$ cat src/rtl/sd_pic_seq_loader.sv
// sd_pic_seq_loader: boot preload of NUM_PIC BMP pictures from SD to SDRAM; start/rd_busy/sd_rd_val_* in, rd_start_en/rd_sec_addr and tbl_idx/tbl_* lookup, RGB565 sdram_wr_* out, pic_switch/pic_load_done status
module sd_pic_seq_loader #(
  parameter int NUM_PIC = 6,
  parameter int IDX_W = 3,
  parameter int HDR_WORDS = 27,
  parameter int SWITCH_CYC = 4
) (
  input  logic             clk,
  input  logic             rst,
  input  logic             start,
  input  logic             rd_busy,
  input  logic             sd_rd_val_en,
  input  logic [15:0]      sd_rd_val_data,
  output logic             rd_start_en,
  output logic [31:0]      rd_sec_addr,
  output logic [IDX_W-1:0] tbl_idx,
  input  logic [31:0]      tbl_sec_addr,
  input  logic [15:0]      tbl_sec_num,
  input  logic [23:0]      tbl_pix_num,
  input  logic [23:0]      tbl_base_addr,
  output logic             sdram_wr_en,
  output logic [15:0]      sdram_wr_data,
  output logic [23:0]      sdram_base_addr,
  output logic             pic_switch,
  output logic             pic_load_done
);
  localparam int SW_W = $clog2(SWITCH_CYC + 1);
  localparam int SK_W = $clog2(HDR_WORDS + 1);
  typedef enum logic [2:0] {IDLE, SWITCH, RD_REQ, WAIT_BUSY, WAIT_DONE, NEXT, DONE} state_t;
  state_t state, next;
  logic [SW_W-1:0] sw_cnt;
  logic [SK_W-1:0] skip;
  logic [15:0] sec_cnt;
  logic [23:0] pix_cnt;
  logic [1:0] phase;
  logic [5:0] g0;
  logic [4:0] b0, b1;
  logic more_sec, take, unused_bits;
  assign more_sec = {1'b0, sec_cnt} + 17'd1 < {1'b0, tbl_sec_num};
  assign take = sd_rd_val_en && (state == WAIT_BUSY || state == WAIT_DONE);
  assign pic_switch = state == SWITCH;
  assign pic_load_done = state == DONE;
  assign unused_bits = ^{sd_rd_val_data[9:8], sd_rd_val_data[1:0]};
  always_ff @(posedge clk) state <= rst ? IDLE : next;
  always_comb begin
    next = state;
    case (state)
      IDLE, DONE: next = start ? SWITCH : state;
      SWITCH:     next = sw_cnt == SW_W'(SWITCH_CYC - 1) ? RD_REQ : SWITCH;
      RD_REQ:     next = WAIT_BUSY;
      WAIT_BUSY:  next = rd_busy ? WAIT_DONE : WAIT_BUSY;
      WAIT_DONE:  next = rd_busy ? WAIT_DONE : NEXT;
      NEXT:       next = more_sec ? RD_REQ : tbl_idx < IDX_W'(NUM_PIC - 1) ? SWITCH : DONE;
      default:    next = IDLE;
    endcase
  end
  always_ff @(posedge clk) begin
    if (rst) begin
      rd_start_en <= 1'b0;
      rd_sec_addr <= '0;
      tbl_idx <= '0;
      sdram_wr_en <= 1'b0;
      sdram_wr_data <= '0;
      sdram_base_addr <= '0;
      sw_cnt <= '0;
      skip <= '0;
      sec_cnt <= '0;
      pix_cnt <= '0;
      phase <= '0;
      g0 <= '0;
      b0 <= '0;
      b1 <= '0;
    end else begin
      rd_start_en <= state == RD_REQ;
      sdram_wr_en <= 1'b0;
      sw_cnt <= state == SWITCH ? sw_cnt + 1'b1 : '0;
      if (state == RD_REQ) rd_sec_addr <= tbl_sec_addr + {16'd0, sec_cnt};
      if ((state == IDLE || state == DONE) && start) tbl_idx <= '0;
      if (state == NEXT && next == SWITCH) tbl_idx <= tbl_idx + 1'b1;
      if (state == NEXT && more_sec) sec_cnt <= sec_cnt + 1'b1;
      if (state == SWITCH) begin
        sdram_base_addr <= tbl_base_addr;
        sec_cnt <= '0;
        pix_cnt <= '0;
        phase <= '0;
        skip <= SK_W'(HDR_WORDS);
      end else if (take) begin
        if (skip != '0) skip <= skip - 1'b1;
        else if (pix_cnt != tbl_pix_num) begin
          phase <= phase == 2'd2 ? 2'd0 : phase + 2'd1;
          if (phase == 2'd0) begin
            g0 <= sd_rd_val_data[15:10];
            b0 <= sd_rd_val_data[7:3];
          end
          if (phase == 2'd1) b1 <= sd_rd_val_data[15:11];
          if (phase != 2'd0) begin
            sdram_wr_en <= 1'b1;
            sdram_wr_data <= phase == 2'd1 ? {sd_rd_val_data[7:3], g0, b0} : {sd_rd_val_data[15:11], sd_rd_val_data[7:2], b1};
            pix_cnt <= pix_cnt + 24'd1;
          end
        end
      end
    end
  end
endmodule
$ cat config.mk
export PLATFORM = sky130hd
export DESIGN_NAME = sd_pic_seq_loader
export DESIGN_NICKNAME = d
export VERILOG_FILES = /design/src/rtl/sd_pic_seq_loader.sv
export SDC_FILE = /design/constraint.sdc
export NUM_CORES = 1
export LEC_CHECK = 0
export BUFFER_PORTS_ARGS = -buffer_cell sky130_fd_sc_hd__buf_2
export CAP_MARGIN = 30
export CORE_MARGIN = 5
export CORE_UTILIZATION = 45
export CTS_BUF_LIST = sky130_fd_sc_hd__clkbuf_2 sky130_fd_sc_hd__clkbuf_4 sky130_fd_sc_hd__clkbuf_8
export DETAILED_ROUTE_END_ITERATION = 7
export PLACE_DENSITY = 0.69
export SYNTH_ARGS = -nofsm -noshare
export SYNTH_HDL_FRONTEND = slang
export SYNTH_SLANG_ARGS = --single-unit
$ cat constraint.sdc
create_clock -name clk -period 4.09 [get_ports clk]
set_input_delay 0.409 -clock clk [delete_from_list [all_inputs] [get_ports clk]]
set_output_delay 0.409 -clock clk [all_outputs]
set_load 0.005 [all_outputs]
Yosys cells after proc, flatten, opt, wreduce, memory -nomap -nowiden
Index checks and enable logic that the tools add are counted.
{"block": "totals", "register_bits": 146, "in_bits": 117, "out_inout_bits": 79, "word_cells": 80}
{"block": "op_classes", "n_addsub": 8, "magnitude_cmp": 2, "eq_ne": 11, "n_mux": 15, "bitwise": 4, "reduce_logical": 24}
{"operator": "$add A32 B16 Y32", "count": 1}
{"operator": "$add A24 B1 Y24 const B", "count": 1}
{"operator": "$ne A24 B24 Y1", "count": 1}
{"operator": "$mux W3", "count": 6}
{"operator": "$pmux W3 S6", "count": 1}
{"operator": "$add A16 B1 Y17 const B", "count": 1}
{"operator": "$lt A17 B16 Y1", "count": 1}
{"operator": "$add A16 B1 Y16 const B", "count": 1}
{"operator": "$mux W16", "count": 1}
{"operator": "$mux W5", "count": 3}
{"operator": "$reduce_and A5 Y1", "count": 3}
{"operator": "$eq A3 B2 Y1 const B", "count": 3}
{"operator": "$eq A3 B3 Y1 const B", "count": 3}
{"operator": "$reduce_bool A2 Y1", "count": 4}
{"operator": "$add A3 B1 Y3 const B", "count": 2}
{"operator": "$eq A3 B1 Y1 const B", "count": 2}
{"operator": "$reduce_or A2 Y1", "count": 3}
{"operator": "$reduce_bool A5 Y1", "count": 1}
{"operator": "$reduce_or A5 Y1", "count": 1}
{"operator": "$sub A5 B1 Y5 const B", "count": 1}
{"operator": "$logic_and A1 B1 Y1", "count": 4}
{"operator": "$mux W2", "count": 2}
{"operator": "$not A1 Y1", "count": 4}
{"operator": "$reduce_and A2 Y1", "count": 2}
{"operator": "10 further kinds", "count": 12}

Logic depth before layout (Yosys ltp)
Gate-level depths: netlist of the first run.
{"block": "depth", "depth_word": 7, "depth_mapped": 17, "ltp_nobuf": 15}

Worst setup path before layout of the first run
No wires, ideal clock.
{"block": "synth_path", "kind": "register to register", "startpoint": "reg sec_cnt[0]", "endpoint": "reg tbl_idx[0]", "arrival_ns": 3.593, "t_required_ns": 3.970, "path_slack_ns": 0.377, "stages_incl_launch_ff": 15, "path_buffers": 0, "period_less_slack_ns": 3.713, "path_cell_list": "dfxtp_1 ha_1 nand3_1 nor2_2 nand3_1 nor2_1 nand3_1 xnor2_1 ha_1 nand3_1 or2_1 o41ai_4 nor2_1 or3_1 mux2i_1"}
{"block": "synth_between", "elab_chain_cells": 7, "word_cells_on_any_way": 8, "cone_classes": "1 x add/sub; 1 x order compare; 1 x eq/ne; 3 x mux; 2 x reduce/logical"}
{"element": "from (decl)", "line_no": "33", "text": "logic [15:0] sec_cnt;"}
{"element": "from (signal assigned)", "line_no": "80", "text": "if (state == NEXT && more_sec) sec_cnt <= sec_cnt + 1'b1;"}
{"element": "$add A16 B1 Y17 *", "line_no": "39", "text": "assign more_sec = {1'b0, sec_cnt} + 17'd1 < {1'b0, tbl_sec_num};"}
{"element": "$lt A17 B16 Y1 *", "line_no": "39"}
{"element": "$mux W3 *", "line_no": "53", "text": "NEXT: next = more_sec ? RD_REQ : tbl_idx < IDX_W'(NUM_PIC - 1) ? SWITCH : DONE;"}
{"element": "$pmux W3 S6 *", "line_no": "47", "text": "case (state)"}
{"element": "$eq A3 B1 Y1 *", "line_no": "79", "text": "if (state == NEXT && next == SWITCH) tbl_idx <= tbl_idx + 1'b1;"}
{"element": "$logic_and A1 B1 Y1 *", "line_no": "79"}
{"element": "$mux W3 or $reduce_bool A2 Y1 (tied branches)"}
{"element": "to (signal assigned)", "line_no": "79"}
{"element": "to (decl)", "line_no": "16", "text": "output logic [IDX_W-1:0] tbl_idx,"}
Every way passes the cells marked *; elsewhere a longest branch is shown, timed or not.
A chain may end at the register's enable or synchronous reset.

Worst setup path after layout of the first run
{"block": "layout_path", "startpoint": "reg sec_cnt[4]", "endpoint": "reg sec_cnt[14]"}
{"block": "layout_between", "elab_chain_cells": 3, "word_cells_on_any_way": 4, "cone_classes": "2 x add/sub; 1 x order compare; 1 x reduce/logical"}
{"element": "$add A16 B1 Y17", "line_no": "39"}
{"element": "$lt A17 B16 Y1", "line_no": "39"}
{"element": "$logic_and A1 B1 Y1", "line_no": "80"}
Parallel ways exist; a longest one is shown, timed or not.

==> results of run 1 <==
worst min-delay path: stages:
cell,delay [ns]
sky130_fd_sc_hd__buf_2,0.09
sky130_fd_sc_hd__nand2_1,0.04
sky130_fd_sc_hd__a21oi_1,0.05
worst paths after layout:
path                               to  slack [ns]  cells after the start
setup / recovery          sec_cnt[14]        0.40                     14
hold reg to reg             sw_cnt[0]        0.43                      1
hold / removal    sdram_base_addr[15]        0.19                      3
setup reg to reg          sec_cnt[14]        0.40                     14
kinds of logic (layout without fill, tap and decap cells):
logic type	count (synthesis)	count (layout)	synth area share
AOI/OAI and AO/OA	182	182	0.154
xor gates and xnor gates	88	88	0.0987
adders and majority gates	38	38	0.0619
buffers and inverters	83	278	0.0431
DFF	146	146	0.374
muxes	38	38	0.0487
and+or+nand+nor	363	363	0.219
Yosys cell counts, drive strengths merged (2+ instances only):
master and count:
nand2b 6, or4 5, a22o 2, o221ai 2
a221oi 2, buf 10, xor2 45, o31ai 7
or3 11, a21o 8, and2 3, a311oi 3
o21a 7, nand3b 2, nor2 116, a31oi 11
o22ai 2, and4 2, nor3b 4, a211oi 35
inv 37, ha 37, nand3 30, o41ai 3
a21oi 68, nor4 18, nor2b 2, mux2i 38
a41o 3, dfxtp 146, o21bai 2, nand4 11
o21ai 19, or2 9, and3 11, xnor2 43
clkbuf 36, nor3 22, nand2 104, nor4b 5
layout make-up:
class                      instances  area (um2)  share of cell area
multi-input combinational        709        4570               0.484
sequential                       146        2920               0.310
timing repair buffer             209        1120               0.119
clock inverter                    13         150              0.0159
inverter                          37         139              0.0147
tap                              225         282              0.0298
clock buffer                      19         262              0.0277
repair_timing:
action | 4_1_cts | 5_1_grt
resized for setup | 0 | 5
hold endpoints to repair | 0 | 0
endpoints found under the setup margin | 0 | 3
setup buffers | 0 | 0
sequential cells by signal, summed over array words and instances, names as in the netlist, 5 cells and up:
name / count
rd_sec_addr: 32
pix_cnt: 24
sdram_base_addr: 24
sdram_wr_data: 16
sec_cnt: 16
g0: 6
b0: 5
b1: 5
skip: 5
routing by layer:
metal  wire (um)  up-vias  share of wire
li1            -     3671              -
met1        9220     3254           0.46
met3        1360       22          0.069
met4         297        0          0.015
met5           0        -              0
met2        8960      187           0.45
power groups by stage:
stage | sequential, mW | clock, mW | combinational [mW]
6_report | 1.45 | 1.18 | 0.226
5_1_grt | 1.45 | 1.27 | 0.255
4_1_cts | 1.45 | 1.22 | 0.228
3_5_place_dp | 1.48 | 0 | 0.227
3_3_place_gp | 1.48 | 0 | 0.226
2_1_floorplan | 1.48 | 0 | 0.116
metrics by stage:
stage	hold slack (ns)	std cells	setup WS, ns	area, um2
floorplan	0.408	938	0.377	7810
global placement	0.425	1324	0.388	8980
detailed placement	0.430	1326	0.274	9020
CTS	0.161	1358	0.239	9430
global route	0.167	1358	0.0295	9450
finish	0.191	1358	0.396	9450
==> key figures, run 1 <==
Synthesis
  – Netlist area before placement: 7810 um2
  – Post-synthesis instance total: 938
  – Leading cell types by total area after synthesis: sky130_fd_sc_hd__dfxtp_1, sky130_fd_sc_hd__ha_1, sky130_fd_sc_hd__nor2_1
  – Nets in the synthesized netlist: 1093
  – Number of distinct library cells after synthesis: 63
  – Flip-flop cell with the highest count after synthesis: sky130_fd_sc_hd__dfxtp_1
  – Library cell occupying the most area in the post-synthesis netlist: sky130_fd_sc_hd__dfxtp_1
  – Post-synthesis register bit count: 146
  – Share of async-settable or async-resettable flops after synthesis: 0
  – Share of the synthesized area in the top cell type: 0.374
  – Synth warnings: 0
  – Number of enable flip-flop cells after synthesis: 0
  – Sequential area share after synthesis: 0.374
  – Avg Cell Area, Syn: 8.32 um2

Pwr
  – Proportion of power drawn by combinational gates: 0.079
  – Part of the power in the clock network: 0.413
  – Int Pwr: 2.12 mW
  – Pwr dens: 302 nW/um2
  – Overall Power: 2.85 mW
  – Leakage power summed over all cells: 4.20 nW
  – Highest ir drop seen on vdd: 0.000181 V
  – Sequential share of power: 0.508
  – Fraction of power spent switching nets: 0.257
  – Switching power: 0.733 mW

Die
  – Y dimension of the die: 142 um
  – Top-Level Pins: 196
  – Die width: 142 um
  – Core ar.: 17200 um2
  – Die area: 20100 um2
  – Number of standard-cell rows in the floorplan: 48
  – Effective utilization at floorplan: 0.455

Layout
  – Utilization after layout: 0.550
  – Most common cell after layout, fill and taps aside: sky130_fd_sc_hd__buf_2
  – Growth of design area from synthesis to finish: 21.0%
  – Antenna diode count: 0
  – Ratio of cells with drive above 1 in the final layout: 0.230
  – Number of inserted filler cells in the final layout: 1668
  – Fin nets: 1275
  – Commonest non-fill, non-tap cells in the layout: sky130_fd_sc_hd__buf_2, sky130_fd_sc_hd__dfxtp_1, sky130_fd_sc_hd__nor2_1, sky130_fd_sc_hd__nand2_1, sky130_fd_sc_hd__a21oi_1

Clock network
  – Worst skew pair latency: 0.45 ns
  – Hold-fix buffers, CTS: 0
  – TritonCTS Buffers: 17
  – CTS tree: done
  – Number of buffers on the longest clock path: 2
  – Clock root buffer master: sky130_fd_sc_hd__clkbuf_8
  – Clock transition at the registers of the reported paths: 0.09 ns
  – Number of sinks handled by clock tree synthesis: 146
  – Number of H-tree levels: 4

Timing
  – Worst max-slew margin expressed relative to the limit: 0.341
  – Final clock period utilization by the worst path: 0.903
  – Fin Setup TNS: 0 ns
  – RSZ-0062 raised after global routing: false
  – Worst Max-Slew Pin Slew: 0.989 ns
  – Final count of hold timing violations: 0
  – Final slew viol count: 0
  – FMAX: 0.271 GHz
  – Final setup violating endpoints: 0
  – Final period demand of the worst path: 3.69 ns
  – Final clock skew: 0.0142 ns

Routing
  – # DRC: 0
  – Via density per instance: 5.25
  – Final ANT Viol Nets: 0
  – Drt total wl: 19.8 mm
  – Violation count after the first detailed-route iteration: 438
  – Avg WL per Cell: 14.6 um
  – Number of detailed-routing iterations run before antenna repair: 5
  – Number of vias in the routed layout: 7134

Global route
  – Number of global-route vias before repair: 6699
  – Global-route wire length before repair: 32.5 mm
  – Global-route layer with the greatest usage: met2
  – Met3 track utilization from global routing: 0.0573
  – GR Util All Layers: 0.197
  – Number of antenna violations at the first check in global routing: 0
  – Met2 Resource Use GR: 0.316
  – Pin count of the biggest net entering global routing: 60
  – Met1 Use GR: 0.258
  – Overflow after GRT: 0

Min path
  – Hold/Removal Path Class: in -> reg
  – Worst hold start: tbl_base_addr[15]

Outcome
  – Run status: finished clean

Critical path
  – Cell chain of the critical path: nand3_1, nor2_1, and3_2, and3_1, nand3_2, nor2_1, xor2_1, ha_1, nor2b_1, a311oi_2, o41ai_4, or2_1, or4_1, a21oi_1
  – Data required time at the worst endpoint: 4.46 ns
  – Crit path kind: reg -> reg
  – Kind of start point of the critical path: flip-flop
  – WP data arrival: 4.06 ns
  – Critical path's slowest cell: sky130_fd_sc_hd__or4_1
  – Kind of cell adding the most delay to the critical path: simple AND/OR/NAND/NOR gates
  – Launch instance of the worst register-to-register path: sec_cnt[4]
  – Delay of the slowest critical-path stage: 0.49 ns
  – Number of buffers and inverters on the critical path: 0
  – Most common cell type on the critical path: sky130_fd_sc_hd__nor2_1
  – Critical path peak fanout: 9
  – Timing startpoint of the critical path: sec_cnt[4]
  – Endpoint class of the critical path: flip-flop

Place
  – RD Place Congestion: 0.857
  – Post-detailed-placement half-perimeter wirelength: 14.7 mm
  – Count of input and output buffers: 191

Flow run
  – Max capacitance violation total: 0
Note: power is estimated with default switching activity, not from simulation.
==> inputs of run 2 (changes only) <==
- CELL_PAD_IN_SITES_DETAIL_PLACEMENT: default -> 0
- CELL_PAD_IN_SITES_GLOBAL_PLACEMENT: default -> 2
- CORE_UTILIZATION: 45 -> 32
- PLACE_DENSITY: 0.69 -> default
- PLACE_DENSITY_LB_ADDON: default -> 0.1
==> run 2 against run 1 <==
Effect of this change:
- clock-buffer cell count shrank 2
- final cell count grew 7.3%
- fmax shrank 0.55%
- worst setup slack lost 0.020 ns
- register-to-register slack lost 0.02 ns
==> key figures, run 2 (synthesis results as in run 1) <==
Outcome
  – Run status: finished clean (unchanged)

Layout
  – Register bank with the most flops: rd_sec_addr (unchanged)
  – Most common cell after layout, fill and taps aside: sky130_fd_sc_hd__buf_2 (unchanged)
  – Ratio of cells with drive above 1 in the final layout: 0.227 (was 0.230)
  – Registers with the most flip-flops: rd_sec_addr x32, pix_cnt x24, sdram_base_addr x24 (unchanged)
  – Commonest non-fill, non-tap cells in the layout: sky130_fd_sc_hd__buf_2, sky130_fd_sc_hd__dfxtp_1, sky130_fd_sc_hd__nor2_1, sky130_fd_sc_hd__nand2_1, sky130_fd_sc_hd__a21oi_1 (unchanged)
  – Number of flip-flops under the largest register name: 32 (unchanged)
  – Growth of design area from synthesis to finish: 22.9% (was 21.0%)
  – Non-filler cells, final: 1457 (was 1358)
  – Final design instance area without fill: 9590 um2 (was 9450 um2)
  – Fin nets: 1275 (unchanged)
  – Antenna diode count: 0 (unchanged)
  – Utilization after layout: 0.397 (was 0.550)

Pwr
  – Highest ir drop seen on vdd: 0.000156 V (was 0.000181 V)
  – Leakage power summed over all cells: 4.21 nW (was 4.20 nW)
  – Pwr dens: 314 nW/um2 (was 302 nW/um2)
  – Overall Power: 3.02 mW (was 2.85 mW)

Timing
  – Final count of hold timing violations: 0 (unchanged)
  – Final slew viol count: 0 (unchanged)
  – Worst Max-Slew Pin Slew: 0.984 ns (was 0.989 ns)
  – Final clock skew: 0.0241 ns (was 0.0142 ns)
  – Setup ws final: 0.376 ns (was 0.396 ns)
  – Fin Setup TNS: 0 ns (unchanged)
  – FMAX: 0.269 GHz (was 0.271 GHz)
  – RSZ-0062 raised after global routing: false (unchanged)
  – Final setup violating endpoints: 0 (unchanged)
  – Worst max-slew margin expressed relative to the limit: 0.344 (was 0.341)
  – Final period demand of the worst path: 3.71 ns (was 3.69 ns)
  – Final hold slack: 0.178 ns (was 0.191 ns)
  – Final clock period utilization by the worst path: 0.908 (was 0.903)

Place
  – Count of input and output buffers: 191 (unchanged)
  – Number of instances in the placed design: 1425 (was 1326)
  – RD Place Congestion: 0.780 (was 0.857)
  – Post-detailed-placement half-perimeter wirelength: 16.3 mm (was 14.7 mm)
  – Post-place setup slack: 0.412 ns (was 0.274 ns)
  – Cell area after placement: 9140 um2 (was 9020 um2)

Routing
  – Violation count after the first detailed-route iteration: 304 (was 438)
  – Via density per instance: 4.81 (was 5.25)
  – Final ANT Viol Nets: 0 (unchanged)
  – # DRC: 0 (unchanged)
  – Drt total wl: 22.5 mm (was 19.8 mm)
  – Number of detailed-routing iterations run before antenna repair: 5 (unchanged)
  – Number of vias in the routed layout: 7014 (was 7134)
  – Avg WL per Cell: 15.4 um (was 14.6 um)

Flow run
  – Max capacitance violation total: 0 (unchanged)

Die
  – Number of standard-cell rows in the floorplan: 57 (was 48)
  – Core ar.: 24200 um2 (was 17200 um2)
  – Effective utilization at floorplan: 0.323 (was 0.455)
  – Top-Level Pins: 196 (unchanged)
  – Die width: 166 um (was 142 um)
  – Die area: 27600 um2 (was 20100 um2)
  – Y dimension of the die: 166 um (was 142 um)

Clock network
  – Count of buffers added by post-CTS timing repair for setup: 0 (unchanged)
  – Number of buffers on the longest clock path: 2 (unchanged)
  – Number of resized instances in the post-cts repair step: 0 (unchanged)
  – Clock transition at the registers of the reported paths: 0.11 ns (was 0.09 ns)
  – TritonCTS Buffers: 17 (unchanged)
  – Number of sinks handled by clock tree synthesis: 146 (unchanged)
  – CTS tree: done (unchanged)
  – Worst skew pair latency: 0.46 ns (was 0.45 ns)
  – Number of H-tree levels: 4 (unchanged)
  – Hold-fix buffers, CTS: 0 (unchanged)
  – Clock root buffer master: sky130_fd_sc_hd__clkbuf_8 (unchanged)

Critical path
  – Critical path peak fanout: 9 (unchanged)
  – Kind of cell adding the most delay to the critical path: simple AND/OR/NAND/NOR gates (unchanged)
  – Cell chain of the critical path: nand2_1, nor2_1, and3_1, and3_1, nand3_1, nor2_1, xor2_1, ha_1, nor2b_1, a311oi_2, o41ai_4, or2_1, or4_1, a21oi_1 (was nand3_1, nor2_1, and3_2, and3_1, nand3_2, nor2_1, xor2_1, ha_1, nor2b_1, a311oi_2, o41ai_4, or2_1, or4_1, a21oi_1)
  – Endpoint class of the critical path: flip-flop (unchanged)
  – Kind of start point of the critical path: flip-flop (unchanged)
  – Delay of the slowest critical-path stage: 0.51 ns (was 0.49 ns)
  – Data required time at the worst endpoint: 4.45 ns (was 4.46 ns)
  – Crit path kind: reg -> reg (unchanged)
  – Number of buffers and inverters on the critical path: 0 (unchanged)
  – WP data arrival: 4.08 ns (was 4.06 ns)
  – Critical path's slowest cell: sky130_fd_sc_hd__or4_1 (unchanged)

Global route
  – Overflow after GRT: 0 (unchanged)
  – GR Util All Layers: 0.161 (was 0.197)
  – Pin count of the biggest net entering global routing: 59 (was 60)
  – Number of antenna violations at the first check in global routing: 0 (unchanged)
  – Number of global-route vias before repair: 7133 (was 6699)
  – Global-route wire length before repair: 37.1 mm (was 32.5 mm)

Min path
  – Hold/Removal Path Class: in -> reg (unchanged)
==> run 2: layout make-up <==
cell class | count | area [um2]
repair buffers | 209 | 1110
clock inverters | 15 | 219
fillers | 2552 | 14600
flip-flops and latches | 146 | 2920
inverters | 37 | 139
multi-input cells | 709 | 4560
clock buffers | 17 | 234
well taps | 324 | 405
==> run 2: tightest hold or removal path: stages <==
cell	delay, ns
sky130_fd_sc_hd__buf_2	0.10
sky130_fd_sc_hd__nand2_1	0.04
sky130_fd_sc_hd__a21oi_1	0.05
==> run 2: path summary, 6_finish.rpt <==
| path | to | slack [ns] | cells after the start | start |
|---|---|---|---|---|
| worst max-delay path | sec_cnt[12] | 0.38 | 14 | sec_cnt[2] |
| worst min register to register | sw_cnt[0] | 0.43 | 1 | sw_cnt[0] |
| worst min-delay path | sdram_base_addr[7] | 0.18 | 3 | tbl_base_addr[7] |
| worst max register to register | sec_cnt[12] | 0.38 | 14 | sec_cnt[2] |
==> run 2: power by group <==
group / total, mW / switching, mW / internal (mW)
Sequential: 1.45 / 0.0109 / 1.44
Clock: 1.34 / 0.651 / 0.686
Combinational: 0.229 / 0.133 / 0.0961
==> run 2: per-layer routing <==
layer | vias to the layer above | GRT usage | part of all wire
li1 | 3668 | - | -
met1 | 3187 | 0.217 | 0.49
met2 | 150 | 0.249 | 0.43
met3 | 9 | 0.0571 | 0.073
met4 | 0 | 0.0323 | 0.0066
met5 | - | 0 | 0
==> inputs of run 3 (changes only) <==
- CORE_ASPECT_RATIO: default -> 1.75
- GPL_TIMING_DRIVEN: default -> 0
==> run 3 against run 2 <==
Effect of this change:
- highest routed layer unchanged
- largest cell class unchanged
- total power fell by 6.5%
- routed wire length up 14%
- critical endpoint unchanged
- global-route usage increased by 2.5 points
- critical path type unchanged
==> key figures, run 3 (synthesis results as in run 1) <==
Clock network
  – Worst skew pair latency: 0.49 ns (was 0.46 ns)
  – Clock root buffer master: sky130_fd_sc_hd__clkbuf_8 (unchanged)
  – Number of sinks handled by clock tree synthesis: 146 (unchanged)
  – Clock transition at the registers of the reported paths: 0.09 ns (was 0.11 ns)
  – CTS tree: done (unchanged)
  – Number of H-tree levels: 4 (unchanged)
  – TritonCTS Buffers: 17 (unchanged)
  – Number of buffers on the longest clock path: 2 (unchanged)

Global route
  – Number of antenna violations at the first check in global routing: 0 (unchanged)
  – Global-route wire length before repair: 39.9 mm (was 37.1 mm)
  – Number of global-route vias before repair: 7495 (was 7133)
  – Pin count of the biggest net entering global routing: 17 (was 59)
  – Overflow after GRT: 0 (unchanged)
  – GR Util All Layers: 0.186 (was 0.161)

Critical path
  – Kind of start point of the critical path: flip-flop (unchanged)
  – Delay of the slowest critical-path stage: 0.46 ns (was 0.51 ns)
  – Data required time at the worst endpoint: 4.51 ns (was 4.45 ns)
  – Endpoint class of the critical path: flip-flop (unchanged)
  – Number of buffers and inverters on the critical path: 2 (was 0)
  – WP data arrival: 4.21 ns (was 4.08 ns)
  – Kind of cell adding the most delay to the critical path: simple AND/OR/NAND/NOR gates (unchanged)
  – Most common cell type on the critical path: sky130_fd_sc_hd__and3_1
  – Critical path peak fanout: 9 (unchanged)
  – Crit path kind: reg -> reg (unchanged)
  – Cell chain of the critical path: nand3_1, nor2_4, and3_1, buf_2, and3_1, nand3_2, nor2_1, xor2_1, ha_1, nor2b_1, a311oi_2, o41ai_4, or2_1, buf_6, or4_1, a21oi_1 (was nand2_1, nor2_1, and3_1, and3_1, nand3_1, nor2_1, xor2_1, ha_1, nor2b_1, a311oi_2, o41ai_4, or2_1, or4_1, a21oi_1)
  – Critical path's slowest cell: sky130_fd_sc_hd__or4_1 (unchanged)

Place
  – Count of input and output buffers: 191 (unchanged)
  – Post-detailed-placement half-perimeter wirelength: 20.2 mm (was 16.3 mm)
  – RD Place Congestion: 0.805 (was 0.780)
  – Post-place setup slack: -0.585 ns (was 0.412 ns)
  – Number of instances in the placed design: 1437 (was 1425)

Timing
  – Worst max-slew margin expressed relative to the limit: 0.465 (was 0.344)
  – Final clock skew: 0.0139 ns (was 0.0241 ns)
  – Final count of hold timing violations: 0 (unchanged)
  – Setup ws final: 0.305 ns (was 0.376 ns)
  – Final clock period utilization by the worst path: 0.925 (was 0.908)
  – Worst Max-Slew Pin Slew: 0.799 ns (was 0.984 ns)
  – Final period demand of the worst path: 3.78 ns (was 3.71 ns)
  – FMAX: 0.264 GHz (was 0.269 GHz)
  – Final slew viol count: 0 (unchanged)
  – Final setup violating endpoints: 0 (unchanged)

Die
  – Y dimension of the die: 217 um (was 166 um)
  – Top-Level Pins: 196 (unchanged)
  – Die area: 27700 um2 (was 27600 um2)
  – Effective utilization at floorplan: 0.325 (was 0.323)
  – Number of standard-cell rows in the floorplan: 75 (was 57)
  – Die width: 128 um (was 166 um)
  – Core ar.: 24000 um2 (was 24200 um2)

Routing
  – Final ANT Viol Nets: 0 (unchanged)
  – Avg WL per Cell: 17.3 um (was 15.4 um)
  – Via density per instance: 4.96 (was 4.81)
  – Drt total wl: 25.5 mm (was 22.5 mm)
  – Violation count after the first detailed-route iteration: 187 (was 304)
  – Number of vias in the routed layout: 7304 (was 7014)
  – # DRC: 0 (unchanged)
  – Number of detailed-routing iterations run before antenna repair: 4 (was 5)

Layout
  – Number of flip-flops under the largest register name: 32 (unchanged)
  – Non-filler cells, final: 1474 (was 1457)
  – Number of inserted filler cells in the final layout: 2664 (was 2552)
  – Commonest non-fill, non-tap cells in the layout: sky130_fd_sc_hd__buf_2, sky130_fd_sc_hd__dfxtp_1, sky130_fd_sc_hd__nor2_1, sky130_fd_sc_hd__nand2_1, sky130_fd_sc_hd__a21oi_1 (unchanged)
  – Ratio of cells with drive above 1 in the final layout: 0.226 (was 0.227)
  – Register bank with the most flops: rd_sec_addr (unchanged)
  – Most common cell after layout, fill and taps aside: sky130_fd_sc_hd__buf_2 (unchanged)
  – Fin nets: 1307 (was 1275)
  – Registers with the most flip-flops: rd_sec_addr x32, pix_cnt x24, sdram_base_addr x24 (unchanged)
  – Growth of design area from synthesis to finish: 23.3% (was 22.9%)

Min path
  – Hold/Removal Path Class: in -> reg (unchanged)

Outcome
  – Run status: finished clean (unchanged)

Pwr
  – Pwr dens: 293 nW/um2 (was 314 nW/um2)
  – Highest ir drop seen on vdd: 0.000215 V (was 0.000156 V)
  – Leakage power summed over all cells: 4.16 nW (was 4.21 nW)

Flow run
  – Max capacitance violation total: 0 (unchanged)
==> run 3: cell types whose count changed in the layout (fill, tap and decap cells not counted), moves of 4 or more <==
cell	delta
sky130_fd_sc_hd__clkinvlp_4	+4
sky130_fd_sc_hd__clkbuf_1	+36
sky130_fd_sc_hd__buf_2	+6
sky130_fd_sc_hd__buf_4	-13
sky130_fd_sc_hd__dfxtp_2	+5
sky130_fd_sc_hd__dfxtp_1	-5
==> run 3: final timing paths <==
check	from	cells after the start	end	slack, ns
hold / removal	tbl_base_addr[19]	3	sdram_base_addr[19]	0.14
setup / recovery	sec_cnt[0]	16	sec_cnt[12]	0.31
setup reg to reg	sec_cnt[0]	16	sec_cnt[12]	0.31
hold reg to reg	sw_cnt[0]	1	sw_cnt[0]	0.44
==> run 3: metal layers <==
| metal | up-vias | share of wire | GRT usage |
|---|---|---|---|
| met5 | - | 0 | 0 |
| li1 | 3727 | - | - |
| met3 | 37 | 0.046 | 0.0419 |
| met4 | 0 | 0.031 | 0.0864 |
| met2 | 155 | 0.56 | 0.357 |
| met1 | 3385 | 0.37 | 0.185 |
==> run 3: worst register-to-register path, cell delays in order, from the launching register on <==
cell	delay [ns]
sky130_fd_sc_hd__dfxtp_2	0.41
sky130_fd_sc_hd__nand3_1	0.13
sky130_fd_sc_hd__nor2_4	0.14
sky130_fd_sc_hd__and3_1	0.16
sky130_fd_sc_hd__buf_2	0.15
sky130_fd_sc_hd__and3_1	0.22
sky130_fd_sc_hd__nand3_2	0.18
sky130_fd_sc_hd__nor2_1	0.18
sky130_fd_sc_hd__xor2_1	0.16
sky130_fd_sc_hd__ha_1	0.25
sky130_fd_sc_hd__nor2b_1	0.15
sky130_fd_sc_hd__a311oi_2	0.36
sky130_fd_sc_hd__o41ai_4	0.22
sky130_fd_sc_hd__or2_1	0.26
sky130_fd_sc_hd__buf_6	0.14
sky130_fd_sc_hd__or4_1	0.46
sky130_fd_sc_hd__a21oi_1	0.16
==> run 3: through the flow <==
step	total power [mW]	util	instance area [um2]	setup TNS [ns]	hold WS, ns
floorplan	1.60	-	7810	0	0.408
global placement	1.73	0.381	9150	-6.06	0.418
detailed placement	1.73	0.381	9150	-5.97	0.427
CTS	2.88	0.398	9570	0	0.0918
global route	2.96	0.401	9630	-0.00591	0.115
finish	2.82	0.401	9630	0	0.143
==> run 3: where the power goes <==
part / internal, mW / total, mW / switching [mW]
combinational: 0.0987 / 0.242 / 0.144
sequential: 1.44 / 1.45 / 0.00887
clock: 0.501 / 1.13 / 0.632
total: 2.04 / 2.82 / 0.784
==> run 3: layout make-up <==
class,instances,area [um2],share of cell area
multi-input cells,709,4610,0.479
repair buffers,195,986,0.102
clock buffers,18,248,0.0257
plain buffers,46,198,0.0205
clock inverters,14,126,0.0131
inverters,37,139,0.0144
diodes,1,2.50,0.000260
flip-flops and latches,146,2930,0.304
well taps,308,385,0.0400
==> run 3: repair_timing <==
item	in CTS	in global routing
resized for setup	8	11
pin swaps	4	4
endpoints found under the setup margin	18	12
hold buffers	0	0
setup buffers	2	2
